`src/rtl/aurora_hls_nfc.sv`:
```
// Aurora 64B/66B native flow control generator.
// Issues XOFF on RX FIFO full and XON once it drains.
module aurora_hls_nfc #(
  parameter logic [15:0] XOFF_CODE = 16'hFFFF,
  parameter logic [15:0] XON_CODE  = 16'h0000
) (
  input  logic        clk,
  input  logic        rst,
  input  logic        fifo_rx_prog_full,
  input  logic        fifo_rx_prog_empty,
  input  logic        s_axi_nfc_tready,
  output logic        s_axi_nfc_tvalid,
  output logic [15:0] s_axi_nfc_tdata,
  input  logic        rx_tvalid,
  output logic [31:0] full_trigger_count,
  output logic [31:0] empty_trigger_count
);

  typedef enum logic [1:0] {
    RUN,
    SEND_XOFF,
    PAUSED,
    SEND_XON
  } state_t;

  state_t      state_q, state_d;
  logic        full_q, empty_q;
  logic        tvalid_q, tvalid_d;
  logic [15:0] tdata_q, tdata_d;
  logic [31:0] full_cnt_q, full_cnt_d;
  logic [31:0] empty_cnt_q, empty_cnt_d;

  // rx_tvalid is reserved and intentionally has no effect.
  logic unused_rx;
  assign unused_rx = rx_tvalid;

  // Register FIFO flags; all decisions use these copies.
  always_ff @(posedge clk) begin
    if (rst) begin
      full_q  <= 1'b0;
      empty_q <= 1'b0;
    end else begin
      full_q  <= fifo_rx_prog_full;
      empty_q <= fifo_rx_prog_empty;
    end
  end

  // State, request and counter registers.
  always_ff @(posedge clk) begin
    if (rst) begin
      state_q     <= RUN;
      tvalid_q    <= 1'b0;
      tdata_q     <= 16'h0000;
      full_cnt_q  <= 32'd0;
      empty_cnt_q <= 32'd0;
    end else begin
      state_q     <= state_d;
      tvalid_q    <= tvalid_d;
      tdata_q     <= tdata_d;
      full_cnt_q  <= full_cnt_d;
      empty_cnt_q <= empty_cnt_d;
    end
  end

  // Next-state: one request per pause/resume cycle, held until accepted.
  always_comb begin
    state_d     = state_q;
    tvalid_d    = tvalid_q;
    tdata_d     = tdata_q;
    full_cnt_d  = full_cnt_q;
    empty_cnt_d = empty_cnt_q;
    unique case (state_q)
      RUN: begin
        if (full_q) begin
          state_d    = SEND_XOFF;
          tvalid_d   = 1'b1;
          tdata_d    = XOFF_CODE;
          full_cnt_d = full_cnt_q + 32'd1;
        end
      end
      SEND_XOFF: begin
        if (s_axi_nfc_tready) begin
          state_d  = PAUSED;
          tvalid_d = 1'b0;
        end
      end
      PAUSED: begin
        if (empty_q && !full_q) begin
          state_d     = SEND_XON;
          tvalid_d    = 1'b1;
          tdata_d     = XON_CODE;
          empty_cnt_d = empty_cnt_q + 32'd1;
        end
      end
      SEND_XON: begin
        if (s_axi_nfc_tready) begin
          state_d  = RUN;
          tvalid_d = 1'b0;
        end
      end
      default: state_d = RUN;
    endcase
  end

  assign s_axi_nfc_tvalid    = tvalid_q;
  assign s_axi_nfc_tdata     = tdata_q;
  assign full_trigger_count  = full_cnt_q;
  assign empty_trigger_count = empty_cnt_q;

endmodule

```
`config.mk`:
```
export PLATFORM = sky130hd
export DESIGN_NAME = aurora_hls_nfc
export DESIGN_NICKNAME = d
export VERILOG_FILES = /design/src/rtl/aurora_hls_nfc.sv
export SDC_FILE = /design/constraint.sdc
export NUM_CORES = 1
export LEC_CHECK = 0
export BUFFER_PORTS_ARGS = -buffer_cell sky130_fd_sc_hd__buf_4
export CAP_MARGIN = 25
export CORE_AREA = 2 2 83 85
export CTS_CLUSTER_DIAMETER = 60
export CTS_CLUSTER_SIZE = 25
export DETAILED_ROUTE_END_ITERATION = 8
export DIE_AREA = 0 0 85 87
export GPL_ROUTABILITY_DRIVEN = 0
export HOLD_SLACK_MARGIN = 0.03
export PLACE_DENSITY = 0.74
export SLEW_MARGIN = 20
export SYNTH_ARGS = -nofsm -noshare
export SYNTH_HDL_FRONTEND = slang
export SYNTH_SLANG_ARGS = --single-unit
```
`constraint.sdc`:
```
create_clock -name clk -period 2.3 [get_ports clk]
set_input_delay 0.345 -clock clk [delete_from_list [all_inputs] [get_ports clk]]
set_output_delay 0.345 -clock clk [all_outputs]
set_load 0.02 [all_outputs]
```
==> impl.org <==
** Placed design
- The placed instances occupy a cell area of 3860 µm².
- During placement, the flow inserted port buffers numbering 85.
- Half-perimeter wire length after placement :: 4.79 mm
- Before CTS, the worst setup slack after placement is 0.302 ns.

** Setup path
- Critical Path End Type :: register
- STA puts the critical path data required time at 2.57 ns.
- STA classifies the critical path startpoint as a register.
- Setup Crit Path Kind :: register to register
- Along the worst path, the maximum fanout reaches 7.
- Arrival time of the worst setup path :: 2.27 ns

** GRT
- Grt ovf :: 0
- The first global-routing pass estimated 11.0 mm of wire.
- Largest net degree at the start of global routing :: 47
- The initial antenna violation count was 0.
- Global router's overall resource usage :: 0.181
- Via count of the first global-routing pass :: 2440

** CTS
- Clock transition at the registers of the reported paths :: 0.07 ns
- CTS-repair resized insts :: 0
- Buffers inserted to repair hold after CTS numbered 0.
- TritonCTS buffer count :: 9
- TritonCTS built the clock tree.
- Number of buffers added for setup after CTS :: 0
- Sink count of the clock tree :: 70
- The root buffer cell chosen for the clock tree is sky130_fd_sc_hd__clkbuf_8.
- Buffer levels on the longest clock path :: 2
- H-tree level count :: 3
- Clock latency reported for the late side of the worst-skew pair :: 0.33 ns

** STA
- PnR worst setup slack :: 0.295 ns
- Number of setup violations in the final report :: 0
- Headroom to the max-slew limit came out at 0.667.
- Count of pins over their slew limit :: 0
- The hold violation count in the final report is 0.
- Portion of the clock cycle consumed by the worst path in the final layout :: 0.872
- Least-Margin Pin Slew :: 0.499 ns
- Min cycle time layout :: 2.00 ns
- Final setup skew :: 0.00903 ns
- Static timing analysis puts the maximum clock frequency at 499 MHz.
- Setup TNS after final layout :: 0 ns
- RSZ-0062 raised after global routing :: false

** Yosys
- Synthesis instantiated 36 different standard cells from the library.
- Synthesis produced a netlist with a net count of 385.
- Number of storage elements in the synthesis netlist :: 70
- Top-count cell post-synth :: sky130_fd_sc_hd__dfxtp_1
- Sequential fraction of the synthesis area :: 0.429
- Commonest cells in the netlist :: sky130_fd_sc_hd__dfxtp_1 (70), sky130_fd_sc_hd__nor2_1 (61), sky130_fd_sc_hd__xor2_1 (35), sky130_fd_sc_hd__nand3_1 (21)
- A synthesized cell averages 8.78 µm².
- Of the post-synthesis cell area, the dominant cell type holds 0.429.
- Netlist area before placement :: 3270 µm²
- In the synthesized netlist the dominant register cell turns out to be sky130_fd_sc_hd__dfxtp_1.
- After synthesis, the share of flip-flops with an asynchronous set or reset is 0.
- Counting every instance in the synthesized netlist gives 372.
- Number of warning messages in the yosys log :: 0
- The synthesized design spends more area on one cell type than any other, namely sky130_fd_sc_hd__dfxtp_1.
- After synthesis, the cell types taking the most area are sky130_fd_sc_hd__dfxtp_1 (43%), sky130_fd_sc_hd__xor2_1 (9.4%), sky130_fd_sc_hd__nor2_1 (7.0%).
- In this run, synthesis inferred 0 flip-flops with an integrated enable.

** Power
- The analysis attributes to cell leakage a power of 1.71 nW.
- VDD sags by at most 0.000389 V.
- Overall power consumption after layout is estimated at 2.86 mW.
- Cell area power density :: 703 nW/µm²

** Cells and area
- At the end of the flow the core is filled with cells to 0.619.
- Design area :: 4070 µm²
- In the final layout, the share of cells above drive strength 1 is 0.251.
- The number of antenna diodes in the final layout is 0.
- From synthesis to final layout, the design area changed by 24.6%.
- Layout net count :: 455

** Route
- Violation count after the first detailed-route iteration :: 103
- Number of iterations in the first detailed-routing pass :: 4
- Once detail routing completed, the nets flagged for antenna violations numbered 0.
- Detailed routing inserted a total of 2721 vias.
- WL/cell :: 12.8 µm
- Total DRC errors in the routed layout :: 0
- Wires add up to 6.71 mm.
- Via density per instance :: 5.17

** Run status
- Outcome :: finished clean

** Die
- Number of placement rows :: 30
- The core region is 6570 µm².
- Initial core utilization :: 0.497
- The die is 85 µm wide.
- The floorplan step defined a die boundary enclosing 7400 µm².
- The floorplan step set the die height to 87 µm.
- 87 I/O pins were placed.

** Job
- Max-cap violations in this run came to 0.

** Min path
- The worst hold path belongs to the class primary input to register.
==> per-layer routing <==
layer	track usage	vias to the layer above	wire, µm	share of wire
met2	0.310	52	3260	0.49
met1	0.221	1271	3050	0.45
met4	0.0693	0	64	0.0095
met5	0	-	0	0
met3	0.0417	6	333	0.050
li1	-	1392	-	-
==> registers in the layout, indices dropped and copies added (netlist names) <==
signal               count
empty_trigger_count     32
full_trigger_count      32
state_q                  2
empty_q                  1
full_q                   1
s_axi_nfc_tdata          1
s_axi_nfc_tvalid         1
==> cells in the final DEF (no fill, tap or decap), types with 2 or more instances in the layout <==
master	instances
sky130_fd_sc_hd__a21oi_1	12
sky130_fd_sc_hd__and2_1	3
sky130_fd_sc_hd__and3_1	6
sky130_fd_sc_hd__and4_1	11
sky130_fd_sc_hd__buf_4	92
sky130_fd_sc_hd__bufinv_16	2
sky130_fd_sc_hd__clkbuf_1	2
sky130_fd_sc_hd__clkbuf_8	9
sky130_fd_sc_hd__dfxtp_1	70
sky130_fd_sc_hd__ha_1	7
sky130_fd_sc_hd__inv_1	7
sky130_fd_sc_hd__mux2i_1	3
sky130_fd_sc_hd__nand2_1	18
sky130_fd_sc_hd__nand2b_1	2
sky130_fd_sc_hd__nand3_1	21
sky130_fd_sc_hd__nand4_1	18
sky130_fd_sc_hd__nor2_1	61
sky130_fd_sc_hd__nor2b_1	2
sky130_fd_sc_hd__nor3_1	11
sky130_fd_sc_hd__nor4_1	4
sky130_fd_sc_hd__o21ai_0	11
sky130_fd_sc_hd__or3_1	9
sky130_fd_sc_hd__xnor2_1	17
sky130_fd_sc_hd__xor2_1	35
==> final timing paths <==
path	start	to	slack, ns	cells past startpoint
setup / recovery	state_q[0]$_SDFFE_PP0P_	empty_trigger_count[31]$_SDFFE_PP0P_	0.30	7
hold reg to reg	empty_trigger_count[31]$_SDFFE_PP0P_	empty_trigger_count[31]$_SDFFE_PP0P_	0.50	2
setup reg to reg	state_q[0]$_SDFFE_PP0P_	empty_trigger_count[31]$_SDFFE_PP0P_	0.30	7
hold / removal	fifo_rx_prog_empty	empty_q$_SDFF_PP0_	0.23	2
==> per-stage QoR <==
| step | hold slack [ns] | std cells |
|---|---|---|
| 2_1_floorplan | 0.473 | 372 |
| 3_3_place_gp | 0.471 | 511 |
| 3_5_place_dp | 0.490 | 511 |
| 4_1_cts | 0.219 | 526 |
| 5_1_grt | 0.218 | 526 |
| 6_report | 0.228 | 526 |
==> cells by family (layout without fill, tap and decap cells) <==
family                   after synthesis  after routing  synth area share
XOR/XNOR                              52             52             0.139
adder cells (fa/ha/maj)                7              7            0.0268
AND/OR/NAND/NOR                      175            175             0.289
multiplexers                           3              3           0.00920
AO/OA/AOI/OAI                         25             25            0.0395
flip-flops                            70             70             0.429
buffers and inverters                 40            114            0.0670
==> where the power goes <==
group	total, mW	leakage, nW	switching [mW]	internal (mW)
clock network	1.05	0.0994	0.447	0.604
logic	0.506	1.05	0.292	0.214
registers	1.30	0.565	0.0510	1.25
total	2.86	1.71	0.789	2.07
==> layout make-up <==
| class | instances | area [µm²] |
|---|---|---|
| fillers | 584 | 2500 |
| multi-input cells | 262 | 1650 |
| flip-flops and latches | 70 | 1400 |
| repair buffers | 92 | 691 |
| inverters | 7 | 26.3 |
| well taps | 80 | 100 |
| clock buffers | 11 | 131 |
| clock inverters | 4 | 72.6 |
==> critical path: stages, from the launching register on <==
cell	delay, ns
sky130_fd_sc_hd__dfxtp_1	0.34
sky130_fd_sc_hd__inv_1	0.11
sky130_fd_sc_hd__ha_1	0.30
sky130_fd_sc_hd__nand3b_4	0.16
sky130_fd_sc_hd__nor3_4	0.27
sky130_fd_sc_hd__nand4_2	0.23
sky130_fd_sc_hd__or3_1	0.40
sky130_fd_sc_hd__a21oi_1	0.13
Power figures use the tool's default switching activity.
